**src/rtl/exe_mul_unit_pkg.sv**
```systemverilog
// Shared widths, FSM encoding and operand helper for the EXE-stage iterative multiplier.
package exe_mul_unit_pkg;

  localparam int unsigned WIDTH      = 32;
  localparam int unsigned CNT_W      = 6;
  localparam int unsigned REG_ADDR_W = 5;

  typedef enum logic [1:0] {
    MUL_IDLE = 2'd0,
    MUL_BUSY = 2'd1,
    MUL_DONE = 2'd2
  } mul_state_e;

  // Magnitude of an operand; -2^(WIDTH-1) maps onto itself, which is the correct unsigned value.
  function automatic logic [WIDTH-1:0] op_mag(input logic [WIDTH-1:0] v, input logic sgn);
    return (sgn && v[WIDTH-1]) ? (~v + WIDTH'(1)) : v;
  endfunction

endpackage

```
**src/rtl/exe_mul_unit_if.sv**
```systemverilog
// ID/EXE-side request and result signals of the multiplier.
interface exe_mul_unit_if;
  import exe_mul_unit_pkg::*;

  logic                  mul_en;
  logic                  is_signed;
  logic                  flush;
  logic [WIDTH-1:0]      val1;
  logic [WIDTH-1:0]      val2;
  logic [REG_ADDR_W-1:0] dest_in;
  logic                  stall;
  logic                  busy;
  logic                  result_valid;
  logic [WIDTH-1:0]      prod_hi;
  logic [WIDTH-1:0]      prod_lo;
  logic [REG_ADDR_W-1:0] dest_out;

  modport master (
    output mul_en, is_signed, flush, val1, val2, dest_in,
    input  stall, busy, result_valid, prod_hi, prod_lo, dest_out
  );

  modport slave (
    input  mul_en, is_signed, flush, val1, val2, dest_in,
    output stall, busy, result_valid, prod_hi, prod_lo, dest_out
  );
endinterface

```
**src/rtl/exe_mul_unit_step.sv**
```systemverilog
// One radix-2 shift-add iteration: conditional add into the upper half, then a 1-bit right shift.
module mul_shift_add_step #(
  parameter int unsigned W = 32
) (
  input  logic [W-1:0] acc_i,
  input  logic [W-1:0] mplr_i,
  input  logic [W-1:0] mcand_i,
  output logic [W-1:0] acc_o,
  output logic [W-1:0] mplr_o
);
  logic [W:0] sum;

  always_comb begin
    sum    = {1'b0, acc_i} + (mplr_i[0] ? {1'b0, mcand_i} : (W+1)'(0));
    acc_o  = sum[W:1];
    mplr_o = {sum[0], mplr_i[W-1:1]};
  end
endmodule

```
**src/rtl/exe_mul_unit.sv**
```systemverilog
// Iterative signed/unsigned multiplier for the EXE stage; stalls upstream until the product is ready.
module exe_mul_unit
  import exe_mul_unit_pkg::*;
(
  input logic           clk,
  input logic           rst,
  exe_mul_unit_if.slave bus
);
  localparam logic [CNT_W-1:0] LAST_CNT = CNT_W'(WIDTH - 1);

  mul_state_e            state_q, state_d;
  logic [CNT_W-1:0]      cnt_q, cnt_d;
  logic [WIDTH-1:0]      mcand_q, mcand_d;
  logic [WIDTH-1:0]      acc_q, acc_d;
  logic [WIDTH-1:0]      mplr_q, mplr_d;
  logic                  neg_q, neg_d;
  logic [REG_ADDR_W-1:0] dest_q, dest_d;
  logic [REG_ADDR_W-1:0] dest_out_q, dest_out_d;
  logic [WIDTH-1:0]      prod_hi_q, prod_hi_d;
  logic [WIDTH-1:0]      prod_lo_q, prod_lo_d;
  logic                  result_valid_q, result_valid_d;
  logic                  busy_q, busy_d;

  logic [WIDTH-1:0]      acc_step, mplr_step;
  logic [2*WIDTH-1:0]    prod_mag, prod_fix;
  logic                  start;

  mul_shift_add_step #(.W(WIDTH)) u_step (
    .acc_i   (acc_q),
    .mplr_i  (mplr_q),
    .mcand_i (mcand_q),
    .acc_o   (acc_step),
    .mplr_o  (mplr_step)
  );

  assign start    = (state_q == MUL_IDLE) & bus.mul_en & ~bus.flush;
  assign prod_mag = {acc_step, mplr_step};
  assign prod_fix = neg_q ? (~prod_mag + (2*WIDTH)'(1)) : prod_mag;

  assign bus.stall        = start | (state_q == MUL_BUSY);
  assign bus.busy         = busy_q;
  assign bus.result_valid = result_valid_q;
  assign bus.prod_hi      = prod_hi_q;
  assign bus.prod_lo      = prod_lo_q;
  assign bus.dest_out     = dest_out_q;

  // Next-state and capture logic
  always_comb begin
    state_d        = state_q;
    cnt_d          = cnt_q;
    mcand_d        = mcand_q;
    acc_d          = acc_q;
    mplr_d         = mplr_q;
    neg_d          = neg_q;
    dest_d         = dest_q;
    dest_out_d     = dest_out_q;
    prod_hi_d      = prod_hi_q;
    prod_lo_d      = prod_lo_q;
    result_valid_d = 1'b0;

    unique case (state_q)
      MUL_IDLE: begin
        if (start) begin
          mcand_d = op_mag(bus.val1, bus.is_signed);
          mplr_d  = op_mag(bus.val2, bus.is_signed);
          neg_d   = bus.is_signed & (bus.val1[WIDTH-1] ^ bus.val2[WIDTH-1]);
          dest_d  = bus.dest_in;
          acc_d   = '0;
          cnt_d   = '0;
          state_d = MUL_BUSY;
        end
      end
      MUL_BUSY: begin
        if (bus.flush) begin
          state_d = MUL_IDLE;
        end else begin
          acc_d  = acc_step;
          mplr_d = mplr_step;
          cnt_d  = cnt_q + CNT_W'(1);
          if (cnt_q == LAST_CNT) begin
            {prod_hi_d, prod_lo_d} = prod_fix;
            dest_out_d     = dest_q;
            result_valid_d = 1'b1;
            state_d        = MUL_DONE;
          end
        end
      end
      // mul_en seen here still belongs to the instruction just completed
      MUL_DONE: state_d = MUL_IDLE;
      default:  state_d = MUL_IDLE;
    endcase

    busy_d = (state_d == MUL_BUSY);
  end

  always_ff @(posedge clk or negedge rst) begin
    if (!rst) begin
      state_q        <= MUL_IDLE;
      cnt_q          <= '0;
      mcand_q        <= '0;
      acc_q          <= '0;
      mplr_q         <= '0;
      neg_q          <= 1'b0;
      dest_q         <= '0;
      dest_out_q     <= '0;
      prod_hi_q      <= '0;
      prod_lo_q      <= '0;
      result_valid_q <= 1'b0;
      busy_q         <= 1'b0;
    end else begin
      state_q        <= state_d;
      cnt_q          <= cnt_d;
      mcand_q        <= mcand_d;
      acc_q          <= acc_d;
      mplr_q         <= mplr_d;
      neg_q          <= neg_d;
      dest_q         <= dest_d;
      dest_out_q     <= dest_out_d;
      prod_hi_q      <= prod_hi_d;
      prod_lo_q      <= prod_lo_d;
      result_valid_q <= result_valid_d;
      busy_q         <= busy_d;
    end
  end
endmodule

```
**src/flat_wrapper.sv**
```systemverilog
// flat-port wrapper written by rule: the top's interface ports become plain ports
module exe_mul_unit_flat import exe_mul_unit_pkg::*;
  (clk, rst, bus_mul_en, bus_is_signed, bus_flush, bus_val1, bus_val2, bus_dest_in, bus_stall, bus_busy, bus_result_valid, bus_prod_hi, bus_prod_lo, bus_dest_out);
  exe_mul_unit_if bus_i ();
  input logic clk;
  input logic rst;
  input wire logic [$bits(bus_i.mul_en)-1:0] bus_mul_en;
  input wire logic [$bits(bus_i.is_signed)-1:0] bus_is_signed;
  input wire logic [$bits(bus_i.flush)-1:0] bus_flush;
  input wire logic [$bits(bus_i.val1)-1:0] bus_val1;
  input wire logic [$bits(bus_i.val2)-1:0] bus_val2;
  input wire logic [$bits(bus_i.dest_in)-1:0] bus_dest_in;
  output wire logic [$bits(bus_i.stall)-1:0] bus_stall;
  output wire logic [$bits(bus_i.busy)-1:0] bus_busy;
  output wire logic [$bits(bus_i.result_valid)-1:0] bus_result_valid;
  output wire logic [$bits(bus_i.prod_hi)-1:0] bus_prod_hi;
  output wire logic [$bits(bus_i.prod_lo)-1:0] bus_prod_lo;
  output wire logic [$bits(bus_i.dest_out)-1:0] bus_dest_out;
  assign bus_i.mul_en = bus_mul_en;
  assign bus_i.is_signed = bus_is_signed;
  assign bus_i.flush = bus_flush;
  assign bus_i.val1 = bus_val1;
  assign bus_i.val2 = bus_val2;
  assign bus_i.dest_in = bus_dest_in;
  assign bus_stall = bus_i.stall;
  assign bus_busy = bus_i.busy;
  assign bus_result_valid = bus_i.result_valid;
  assign bus_prod_hi = bus_i.prod_hi;
  assign bus_prod_lo = bus_i.prod_lo;
  assign bus_dest_out = bus_i.dest_out;
  exe_mul_unit u_core (.clk(clk), .rst(rst), .bus(bus_i));
endmodule
```
**config.mk**
```make
export PLATFORM = sky130hd
export DESIGN_NAME = exe_mul_unit_flat
export DESIGN_NICKNAME = d
export VERILOG_FILES = /design/src/rtl/exe_mul_unit_pkg.sv /design/src/rtl/exe_mul_unit_if.sv /design/src/rtl/exe_mul_unit_step.sv /design/src/rtl/exe_mul_unit.sv /design/src/flat_wrapper.sv
export SDC_FILE = /design/constraint.sdc
export NUM_CORES = 1
export LEC_CHECK = 0
export ABC_AREA = 1
export CELL_PAD_IN_SITES_DETAIL_PLACEMENT = 1
export CELL_PAD_IN_SITES_GLOBAL_PLACEMENT = 2
export CORE_MARGIN = 2
export CORE_UTILIZATION = 28
export DETAILED_ROUTE_END_ITERATION = 7
export PLACE_DENSITY_LB_ADDON = 0.1
export SLEW_MARGIN = 20
export SYNTH_ARGS = -nofsm -noshare
export SYNTH_HDL_FRONTEND = slang
export SYNTH_HIERARCHICAL = 1
export SYNTH_SLANG_ARGS = --single-unit
export TNS_END_PERCENT = 50
```
**constraint.sdc**
```tcl
create_clock -name clk -period 2.77 [get_ports clk]
set_input_delay 0.554 -clock clk [delete_from_list [all_inputs] [get_ports clk]]
set_output_delay 0.554 -clock clk [all_outputs]
set_load 0.05 [all_outputs]
```
**Word level (Yosys, flattened, before mapping)**

Index checks and enable logic that the tools add are counted.
Widths: inputs -> output; s select.

- Output and inout port bits: 72
- Input bits: 74
- Word-level logic and storage cells: 58
- Register bits: 181

- Bitwise operators: 9
- Mux-type cells: 20
- Add/subtract/negate cells: 5
- Reductions and logical operators: 7
- Equal/unequal tests: 5

Operator list:

| operator | number |
|---|---|
| $mux 32 | 7 |
| $pmux 32 s2 | 2 |
| $add 32x1->32 const B | 2 |
| $add 64x1->64 const B | 1 |
| $mux 64 | 1 |
| $not 32->32 | 2 |
| $not 64->64 | 1 |
| $add 32x33->33 | 1 |
| $mux 6 | 2 |
| $pmux 6 s2 | 1 |
| $add 6x1->6 const B | 1 |
| $eq 6x5->1 const B | 1 |
| $mux 2 | 3 |
| $reduce_and 3->1 | 2 |
| $eq 2x1->1 const B | 2 |
| $pmux 2 s2 | 1 |
| $and 1x1->1 | 3 |
| $mux 1 | 3 |
| $logic_and 1x1->1 | 2 |
| $logic_not 2->1 | 1 |
| $ne 2x1->1 const B | 1 |
| $ne 2x2->1 const B | 1 |
| $reduce_and 2->1 | 1 |
| $reduce_bool 2->1 | 1 |
| 3 further kinds | 3 |

**Depth between registers and ports, before layout**

- Depth in word-level cells: 6
- Mapped depth: 24
- Gate-level depth less buffers: 24

**Modules after synthesis**

The synthesis kept the hierarchy.

By module, submodules not included:

| module | cells an instance | area each (µm²) | seq. area each (µm²) | times used |
|---|---|---|---|---|
| exe_mul_unit | 1547 | 10749.1 | 4529.3 | 1 |
| mul_shift_add_step | 603 | 2870.3 | 0.0 | 1 |

**Worst setup path before layout**

Ideal clock, no wire load.

- Path kind: register to register
- Start point: reg u_core.mplr_q[0]
- End point: reg u_core.prod_hi_q[31] (netlist: u_core/bus.prod_hi[31])
- Buffers on the path: 1
- Library setup time: 0.118 ns
- Data arrival time: 2.615 ns
- Path slack: 0.037 ns
- Period minus slack after synthesis: 2.733 ns
- Data required time: 2.652 ns
- Cell stages (with the launch flop): 24
- Path through: dfrtp_1 -> clkbuf_1 -> nand2_1 -> inv_1 -> ha_1 -> or2_1 -> nand3_1 -> nand2_2 -> nand2_1 -> nand2_2 -> nand2_1 -> nand2_1 -> nand2_1 -> nand2_1 -> nor2_1 -> nand2_1 -> nor2_1 -> nand3b_1 -> nor2_1 -> nand2_1 -> nand2_1 -> nand2_1 -> nand3_1 -> nand2_1

- Cells in the longest elaborated chain, start to end: 5

RTL lines:

| element | line | RTL |
|---|---|---|
| start, declared | exe_mul_unit.sv:15 | `logic [WIDTH-1:0] mplr_q, mplr_d;` |
| start signal, assigned | exe_mul_unit.sv:115 | `mplr_q <= mplr_d;` |
| $mux 32 | exe_mul_unit_step.sv:14 | `sum = {1'b0, acc_i} + (mplr_i[0] ? {1'b0, mcand_i} : (W+1)'(0));` |
| $add 32x33->33 | exe_mul_unit_step.sv:14 |  |
| net u_core.acc_step[22] | exe_mul_unit.sv:24 | `logic [WIDTH-1:0] acc_step, mplr_step;` |
| $not 64->64 | exe_mul_unit.sv:38 | `assign prod_fix = neg_q ? (~prod_mag + (2*WIDTH)'(1)) : prod_mag;` |
| $add 64x1->64 | exe_mul_unit.sv:38 |  |
| $mux 64 | exe_mul_unit.sv:38 |  |
| end signal, assigned | exe_mul_unit.sv:119 | `prod_hi_q <= prod_hi_d;` |
| end, declared | exe_mul_unit.sv:19 | `logic [WIDTH-1:0] prod_hi_q, prod_hi_d;` |

The timed path passes the listed nets, and every way through them passes these cells.
A chain may end at the register's enable or synchronous reset.

**Final worst setup path**

- Start point: reg u_core.mplr_q[0]
- End point: reg u_core.prod_hi_q[24] (netlist: u_core/bus.prod_hi[24])

Same word-level chain as after synthesis.

==> metrics.md <==
| Metric | Value |
|---|---|
| WL final | around 57 mm |
| Net Sw Power | 6.919 mW |
| Max-slew violation count | 0 |
| Failing checks | setup timing |
| Via count | ~15,000 |
| Global-route wire length before repair | ~90 mm |
| Top cells by count, synth | nand2_1 (769), inv_1 (270), nor2_1 (216) |
| Synth top area cells | dfrtp_1 (33%), nand2_1 (21%), inv_1 (7.4%) |
| Yosys reg bits | about 180 |
| FILL cells | ~6,000 |
| Post-synth EDFFs | 0 |
| Crit path max fanout | 7 |
| Worst path slowest cell | dfrtp_2 |
| Post-synthesis cell area | about 14,000 um2 |
| Initial antenna violation count | 1 |
| Synth warn | 6 |
| Mapped Nets | about 2,300 |
| Min Tclk post-route | around 3.1 ns |
| CORE AREA | 47,850 um2 |
| Seq/Total Area, Yosys | approximately 33% |
| Clock latency on the worst-skew pair | ~0.49 ns |
| Run status | finished with violations |
| # setup viols final | 29 |
| Clock Power Share | between 15 and 20% |
| Number of remaining DRC errors | 0 |
| Max cap viols | 0 |
| Top Ports | about 150 |
| Post-synth top flop | dfrtp_1 |
| Pleak | about 10 nW |
| Sequential share of power | between 20% and 30% |
| Post-synthesis cell count | about 2,200 |
| Final worst path period share | 112.7% |
| Final Util | between 40 and 50% |
| Post-DP HPWL | between 40 and 50 mm |
| Gr usage total | between 20% and 30% |
| Cell count after placement | roughly 3,000 |
| Clock transition at the registers of the reported paths | around 0.070 ns |
| Fin. Hold Viols | 0 |
| Htree depth | 4 |
| CP Cell Sequence | buf_6, nand2_2, inv_2, ha_4, buf_6, nand2_2, nand2_2, buf_6, a21oi_4, nand2_4, nand2_2, nand3b_1, xor2_4, nor2_4, nand2_2, buf_6, nor2_4, nand2_2, nand2_1, nand4_1, nand2_1, nand3_2, nand2_1 |
| Pint | around 8.3 mW |
| Final std cells w/o fill | about 3,100 |
| Vias in the first global route | 15,512 |
| Sw Ratio | 45.35% |
| Layout overhead on the synthesized area | 42.74% |
| Die W | about 220 um |
| CP endpoint kind | flip-flop |
| Pwr dens | a little under 800 nW/um2 |
| Dominant cell type by area after synthesis | dfrtp_1 |
| Bufs on Longest Clock Path | 2 |
| Die area | about 50,000 um2 |
| Nets | 2,583 |
| Largest net degree at the start of global routing | between 100 and 150 |
| Worst Skew | between 0.015 and 0.02 ns |
| Starting DRC count in detailed routing | around 700 |
| RSZ-0062 raised after global routing | yes |
| Cell mode on critical path | nand2_2 |
| Final ANT Viol Nets | 0 |
| Buffers on Ports | roughly 150 |
| Placed instance area | between 15,000 and 20,000 um2 |
| Most common cell in the synthesized netlist | nand2_1 |
| Layout cells sized above 1 | approximately 24% |
| CTS Sinks | around 180 |
| Ys async rst share | 100.0% |
| Crit Path Category | flip-flop to flip-flop |
| Combinational power share | ~58% |
| Row count | 80 |
| Remaining Overflow, GRT | 0 |
| Starting Density | about 28% |
| Worst vdd ir | ~0.0005 V |
| CTS tree | done |
| CTS root buf | clkbuf_16 |
| Critical Path AT | between 3 and 4 ns |
| Slew @ Worst Pin | roughly 0.55 ns |
| Final worst setup slack | -0.3511 ns |
| DP Worst Slack | -0.8843 ns |
| CTS buffer count | 17 |
| CP startpoint kind | flip-flop |
| Gpl congestion | 0.9046 |
| First drt pass iteration count | 4 |
| Vias per std cell | around 4.8 |
| Max Fclk | between 300 and 400 MHz |
| Routed wire per std cell | 18.47 um |
| Req. time, crit path | 3.20 ns |
| CP peak stage delay | approximately 0.50 ns |
| Worst Hold Class | flip-flop to flip-flop |
| Design area | 19,440 um2 |
| Die Span Y | around 220 um |
| Mean post-synth cell area | approximately 6.3 um2 |
| Post-synth top area share | 33.26% |
| Slew HR | between 60% and 70% |
| Count of different cell masters after synthesis | 46 |
layout make-up:
cell class / instances / area (um2) / share of cell area [%]
Timing Repair Buffer: 394 / 3510 / 18.05
Tap cell: 615 / 769.5 / 3.958
Clock buffer: 17 / 425.4 / 2.188
Sequential cell: 181 / 4532 / 23.31
Multi-Input combinational cell: 1602 / 8924 / 45.90
Clock inverter: 15 / 234.0 / 1.204
Inverter: 276 / 1044 / 5.368
Antenna cell: 1 / 2.502 / 0.01287
stage by stage:
stage	power (mW)	TNS [ns]	hold WS (ns)
2_1_floorplan	6.913	0	0.2584
3_3_place_gp	10.31	-16.47	0.4642
3_5_place_dp	10.43	-17.94	0.4672
4_1_cts	14.43	-5.709	0.4892
5_1_grt	16.26	-13.12	0.5124
6_report	15.26	-6.342	0.4839
worst max-delay path: cells and delay by family, from the launching register on:
kind | cells | cell delay, ns
DFF | 1 | 0.50
and+or+nand+nor | 15 | 1.38
AOI/OAI and AO/OA | 1 | 0.12
adders and majority gates | 1 | 0.25
xor gates and xnor gates | 1 | 0.23
buffers and inverters | 5 | 0.60
cells by family after synthesis:
family | Yosys count | share of synthesized area (%)
and+or+nand+nor | 1248 | 37.85
buffers and inverters | 367 | 11.40
AOI/OAI and AO/OA | 257 | 10.18
DFF | 181 | 33.26
xor gates and xnor gates | 60 | 3.858
adders and majority gates | 37 | 3.454
sequential cells by signal (all words and copies together), names as in the netlist, 2 cells and up:
name	cells
u_core/acc_q	32
u_core/bus.dest_out	5
u_core/bus.prod_hi	32
u_core/bus.prod_lo	32
u_core/cnt_q	6
u_core/dest_q	5
u_core/mcand_q	32
u_core/mplr_q	32
u_core/state_q	2
per-layer routing:
metal / share of wire [%] / GRT usage (%) / wire length, um / up-vias
met5: 0 / 0 / 0 / -
met4: 2.2 / 6.024 / 1260 / 0
met3: 2.9 / 3.396 / 1661 / 59
met2: 45 / 36.53 / 25890 / 230
met1: 50 / 32.69 / 28470 / 7187
li1: - / - / - / 7376
placed cells by master, fill, tap and decap left out, types with 4 or more instances in the layout:
master and n:
nand2_1 672, inv_1 235, buf_4 223, dfrtp_1 179, nor2_1 164, clkdlybuf4s50_1 143
nand3_1 141, o21ai_0 139, nand2_2 95, a21oi_1 41, inv_2 38, xor2_1 38
nand4_1 36, nor2_2 33, nor2_4 33, o21ai_1 27, ha_4 25, nand3_2 24
clkbuf_16 18, nand2_4 17, buf_6 16, a21oi_2 11, xnor2_1 10, ha_1 9
buf_12 8, nor3_1 8, o211ai_1 7, nand3b_1 6, or2_2 6, xor2_2 6
xor2_4 6, o21ai_2 5, a21oi_4 5, inv_6 4, bufinv_16 4, nand3_4 4
path summary, 6_finish.rpt:
| check | cells after the start | to | slack (ns) | from |
|---|---|---|---|---|
| min in group asynchronous | 2 | u_core/acc_q[28] | 0.54 | rst |
| max in group asynchronous | 3 | u_core/bus.prod_lo[11] | 1.42 | rst |
| worst min-delay path | 2 | u_core/bus.prod_hi[11] | 0.48 | u_core/bus.prod_hi[11] |
| worst max-delay path | 23 | u_core/bus.prod_hi[24] | -0.35 | u_core/mplr_q[0] |
| worst max register to register | 23 | u_core/bus.prod_hi[24] | -0.35 | u_core/mplr_q[0] |
| worst min register to register | 2 | u_core/bus.prod_hi[11] | 0.48 | u_core/bus.prod_hi[11] |
power by group through the flow:
stage               logic, mW  clock network, mW  registers, mW
finish                   8.78               2.82           3.66
global route             9.55               3.00           3.70
CTS                      7.89               2.91           3.63
detailed placement       6.79                  0           3.64
global placement         6.68                  0           3.64
floorplan                3.63                  0           3.29
repair_timing:
action	4_1_cts	5_1_grt
endpoints found under the hold margin	28	0
pin swaps	38	75
buffers inserted	14	15
resized for setup	200	176
hold buffers	1	0
cloned	0	1
setup endpoints to repair	49	51
Power figures use the tool's default switching activity.
